===== src/rtl/store_queue_ctrl.sv =====
// Store queue controller: buffers CPU stores in a small FIFO and arbitrates
// the single data-memory port between queued stores and CPU loads.
module store_queue_ctrl #(
  parameter int unsigned DEPTH  = 4,
  parameter int unsigned ADDR_W = 32
) (
  input  logic                      clk,
  input  logic                      rst_n,
  input  logic                      st_req,
  input  logic [ADDR_W-1:0]         st_addr,
  input  logic [31:0]               st_data,
  input  logic [3:0]                st_be,
  output logic                      st_ready,
  input  logic                      ld_req,
  input  logic [ADDR_W-1:0]         ld_addr,
  output logic                      ld_grant,
  output logic                      ld_stall,
  output logic                      mem_en,
  output logic                      mem_we,
  output logic [ADDR_W-3:0]         mem_addr,
  output logic [31:0]               mem_wdata,
  output logic [3:0]                mem_be,
  output logic                      sq_empty,
  output logic [$clog2(DEPTH):0]    sq_count
);

  localparam int unsigned PW = $clog2(DEPTH);
  localparam int unsigned WA = ADDR_W - 2;

  typedef enum logic [1:0] {
    OP_IDLE,
    OP_LOAD,
    OP_DRAIN
  } op_e;

  logic [WA-1:0] ent_addr_q [DEPTH];
  logic [31:0]   ent_data_q [DEPTH];
  logic [3:0]    ent_be_q   [DEPTH];

  logic [PW-1:0] head_q, head_d;
  logic [PW-1:0] tail_q, tail_d;
  logic [PW:0]   count_q, count_d;

  logic full;
  logic hz;
  logic push;
  logic pop;
  op_e  op;

  assign full = (count_q == (PW+1)'(DEPTH));

  // Load-vs-store alias check against entries held at the start of the cycle
  always_comb begin
    hz = 1'b0;
    for (int unsigned i = 0; i < DEPTH; i++) begin
      // entry i is occupied when its distance from head is below count
      if (({1'b0, PW'(PW'(i) - head_q)} < count_q) &&
          (ent_addr_q[i] == ld_addr[ADDR_W-1:2])) begin
        hz = 1'b1;
      end
    end
    hz = hz & ld_req;
  end

  // Port arbitration: full queue forces a drain, else loads win unless aliased
  always_comb begin
    if (!rst_n)                op = OP_IDLE;
    else if (full)             op = OP_DRAIN;
    else if (ld_req && !hz)    op = OP_LOAD;
    else if (count_q != '0)    op = OP_DRAIN;
    else                       op = OP_IDLE;
  end

  // Output decode from the selected port operation
  always_comb begin
    st_ready  = rst_n & ~full;
    sq_count  = rst_n ? count_q : '0;
    sq_empty  = ~rst_n | (count_q == '0);
    ld_grant  = 1'b0;
    ld_stall  = 1'b0;
    mem_en    = 1'b0;
    mem_we    = 1'b0;
    mem_addr  = '0;
    mem_wdata = '0;
    mem_be    = '0;
    case (op)
      OP_LOAD: begin
        mem_en   = 1'b1;
        mem_addr = ld_addr[ADDR_W-1:2];
        ld_grant = 1'b1;
      end
      OP_DRAIN: begin
        mem_en    = 1'b1;
        mem_we    = 1'b1;
        mem_addr  = ent_addr_q[head_q];
        mem_wdata = ent_data_q[head_q];
        mem_be    = ent_be_q[head_q];
        ld_stall  = ld_req;
      end
      default: ;
    endcase
  end

  // Queue pointer and occupancy next-state; empty byte-enable stores are dropped
  always_comb begin
    push    = st_req & st_ready & (st_be != '0);
    pop     = (op == OP_DRAIN);
    head_d  = pop  ? head_q + 1'b1 : head_q;
    tail_d  = push ? tail_q + 1'b1 : tail_q;
    count_d = count_q + (PW+1)'(push) - (PW+1)'(pop);
  end

  // Pointer/count registers with synchronous reset
  always_ff @(posedge clk) begin
    if (!rst_n) begin
      head_q  <= '0;
      tail_q  <= '0;
      count_q <= '0;
    end else begin
      head_q  <= head_d;
      tail_q  <= tail_d;
      count_q <= count_d;
    end
  end

  // Entry storage written at the tail on an accepted store
  always_ff @(posedge clk) begin
    if (push) begin
      ent_addr_q[tail_q] <= st_addr[ADDR_W-1:2];
      ent_data_q[tail_q] <= st_data;
      ent_be_q[tail_q]   <= st_be;
    end
  end

endmodule


===== config.mk =====
export PLATFORM = sky130hd
export DESIGN_NAME = store_queue_ctrl
export DESIGN_NICKNAME = d
export VERILOG_FILES = /design/src/rtl/store_queue_ctrl.sv
export SDC_FILE = /design/constraint.sdc
export NUM_CORES = 1
export LEC_CHECK = 0
export ABC_AREA = 1
export BUFFER_PORTS_ARGS = -buffer_cell sky130_fd_sc_hd__buf_4
export CAP_MARGIN = 20
export CORE_AREA = 3 3 292 150
export CTS_CLUSTER_SIZE = 30
export DETAILED_ROUTE_END_ITERATION = 8
export DIE_AREA = 0 0 295 153
export PLACE_DENSITY = 0.56
export REMOVE_ABC_BUFFERS = 1
export SLEW_MARGIN = 10
export SYNTH_ARGS = -nofsm -noshare
export SYNTH_HDL_FRONTEND = slang
export SYNTH_SLANG_ARGS = --single-unit

===== constraint.sdc =====
create_clock -name clk -period 6.2 [get_ports clk]
set_input_delay 0.93 -clock clk [delete_from_list [all_inputs] [get_ports clk]]
set_output_delay 0.93 -clock clk [all_outputs]
set_load 0.1 [all_outputs]

==> results_dict.tcl <==
set metrics [dict create \
    clk_latency_ps 540 \
    path_delay_family "buffers and inverters" \
    ys_warn_count 0 \
    track_usage 0.144 \
    cts_resized 0 \
    path_buf_inv 3 \
    layout_commonest_cell "edfxtp_1" \
    finalCritPeriodShare 0.771 \
    drv_cap 0 \
    drive_gt1_frac 0.180 \
    io_buffers 174 \
    drcViolationCount 0 \
    start_kind "flip-flop" \
    die-area_sq_um 45100 \
    crit_type "flip-flop to primary output" \
    dp_hpwl_um 20300 \
    gp_congestion 0.808 \
    cts_root_buffer "clkbuf_16" \
    whs_ps 538 \
    powerDensity_nw_per_um2 376 \
    vias_per_cell 4.63 \
    cts_buffer_depth 3 \
    ys_ff_latch 273 \
    antenna_left 0 \
    worst-path-max-fanout 20 \
    leakage_nw 5.63 \
    tightest_slew_ps 1100 \
    fin_nets 1458 \
    grt_pass1_vias 8753 \
    dp_slack_ps 1690 \
    stdcell_area_sq_um 15400 \
    cts_hold_buf 0 \
    yosysUniqueCellTypes 31 \
    worstHoldPathType "flip-flop to flip-flop" \
    dpl_cell_area_sq_um 14500 \
    crit_required_ps 5270 \
    final-hold-violation-count 0 \
    postCtsSetupBuffers 0 \
    clock_sinks 273 \
    synth_top_area_frac 0.618 \
    wl_per_cell_um 17.3 \
    synth_top_cells_by_area "edfxtp_1 (62%), nor2_1 (7.7%), o21ai_0 (5.4%)" \
    fin_crit_ps 4780 \
    drt_iter0_markers 451 \
    fmax_mhz 209 \
    layout_common_cells "edfxtp_1 (264), nor2_1 (259), buf_4 (184)" \
    synth-edff-count 264 \
    grt_pass1_wl_um 50300 \
    cp_cell_sequence "xor2_1, inv_1, ha_1, a21boi_0, o21ai_0, nand4_1, nor2_2, nor2_2, nand3_2, nand2_2, ha_1, buf_4, nand2_1, a21oi_1, buf_4" \
    final_util 0.371 \
    synthesis.area_sq_um 12800 \
    grt_overflow 0 \
    dr_total_vias 8856 \
    arrival_ps 3850 \
    ios 179 \
    rsz0062_at_grt "false" \
    cpMaxStageDelayCell "ha_1" \
    fin_ws_ps 1420 \
    max_stage_delay_ps 490 \
    totalWireLength_um 33000 \
    syn_area_per_cell_sq_um 10.6 \
    grt_antenna_before_repair 3 \
    synth_area_leader_cell "edfxtp_1" \
    first_pass_iters 4 \
    vdd_drop_max_mv 0.167 \
    cts-buffers-inserted 29 \
    synthCells 1209 \
    die_y_um 153 \
    num_rows 53 \
    cts_tree "done" \
    start_util 0.308 \
    clk_pin_slew_ps 60 \
    die_width_um 295 \
    syn2layout_area_growth_pct 20.4 \
    async_flop_share 0 \
    drv_slew 0 \
    max_slew_margin 0.265 \
    critical_path.endpoint_type "primary output" \
    outcome "completed" \
    htreeDepth 1 \
    core_area_sq_um 41600 \
    synthFlopType "edfxtp_1" \
    setup_viol 0 \
    finalClockSkew_ps 12.0 \
    grt_max_degree 86 \
    seq_area_frac_synth 0.632 \
]
stage by stage:
step                TNS (ps)  std cells  power [W]
floorplan             -79240       1123    0.00364
global placement           0       1860    0.00420
detailed placement         0       1860    0.00421
CTS                        0       1908    0.00586
global route               0       1911    0.00607
finish                     0       1911    0.00580
path summary, 6_finish.rpt:
path              slack, ps                   start                     end  cells after the start
setup / recovery       1420  head_q[1]$_SDFFE_PN0P_             mem_addr[3]                     15
hold reg to reg         540  tail_q[1]$_SDFFE_PN0P_  tail_q[1]$_SDFFE_PN0P_                      2
hold / removal          540  tail_q[1]$_SDFFE_PN0P_  tail_q[1]$_SDFFE_PN0P_                      2
setup reg to reg       2380   count_q[1]$_SDFF_PN0_   count_q[2]$_SDFF_PN0_                     22
area by class of cell:
class                   count  area [sq um]
well taps                 550           688
diodes                      3          7.51
multi-input cells         794          4080
flip-flops and latches    273          8110
clock inverters             7          92.6
repair buffers            187          1440
clock buffers              41           811
inverters                  56           213
fillers                  4052         26100
cell families (layout without fill, tap and decap cells):
group / after synthesis / count (layout) / synth area share
buffers and inverters: 142 / 291 / 0.0524
other: 0 / 3 / 0
flip-flops: 273 / 273 / 0.632
XOR/XNOR: 104 / 104 / 0.0710
AO/OA/AOI/OAI: 248 / 248 / 0.0999
AND/OR/NAND/NOR: 429 / 429 / 0.131
adder cells (fa/ha/maj): 13 / 13 / 0.0133
per-layer routing:
layer / wire (um) / GRT usage / vias up
met5: 0 / 0 / -
met4: 756 / 0.0422 / 0
met3: 1050 / 0.0167 / 55
met2: 17500 / 0.268 / 138
met1: 13700 / 0.174 / 4293
li1: - / - / 4370
sequential cells by signal (all words and copies together), names as in the netlist, named ones only:
signal / cells
count_q: 3
ent_addr_q: 120
ent_be_q: 16
ent_data_q: 128
head_q: 2
tail_q: 2
worst reg2reg max path: stages (launching register included):
cell     delay, ps
dfxtp_1        450
inv_1          150
ha_1           320
nor2_1          50
a22oi_1        150
nand3_1        120
nor2_1         180
nand3_1        100
nand2_1         70
inv_1           60
nand3_2         80
nand2_2         60
inv_2           40
ha_2           370
buf_4          410
ha_1           300
inv_1           60
ha_1           120
inv_1           40
fa_1           360
inv_1           80
o21ai_0         80
a21oi_1        110
Yosys cell counts (6+ instances only):
library cell	instances
inv_1	50
clkbuf_1	35
o21ai_0	139
a21oi_1	78
nor2_1	263
buf_2	26
dfxtp_1	9
xor2_1	54
edfxtp_1	264
o22ai_1	27
ha_1	12
xnor2_1	50
nand2_1	136
buf_4	18
nand4_1	10
inv_2	6
nand3_1	11
where the power goes:
group          internal [W]  total (W)  leakage, nW  switching (W)
logic              0.000437    0.00195         2.72        0.00152
clock network      0.000984    0.00165        0.441       0.000665
registers           0.00212    0.00220         2.47      0.0000776
total               0.00354    0.00580         5.63        0.00226
Note: power is estimated with default switching activity, not from simulation.
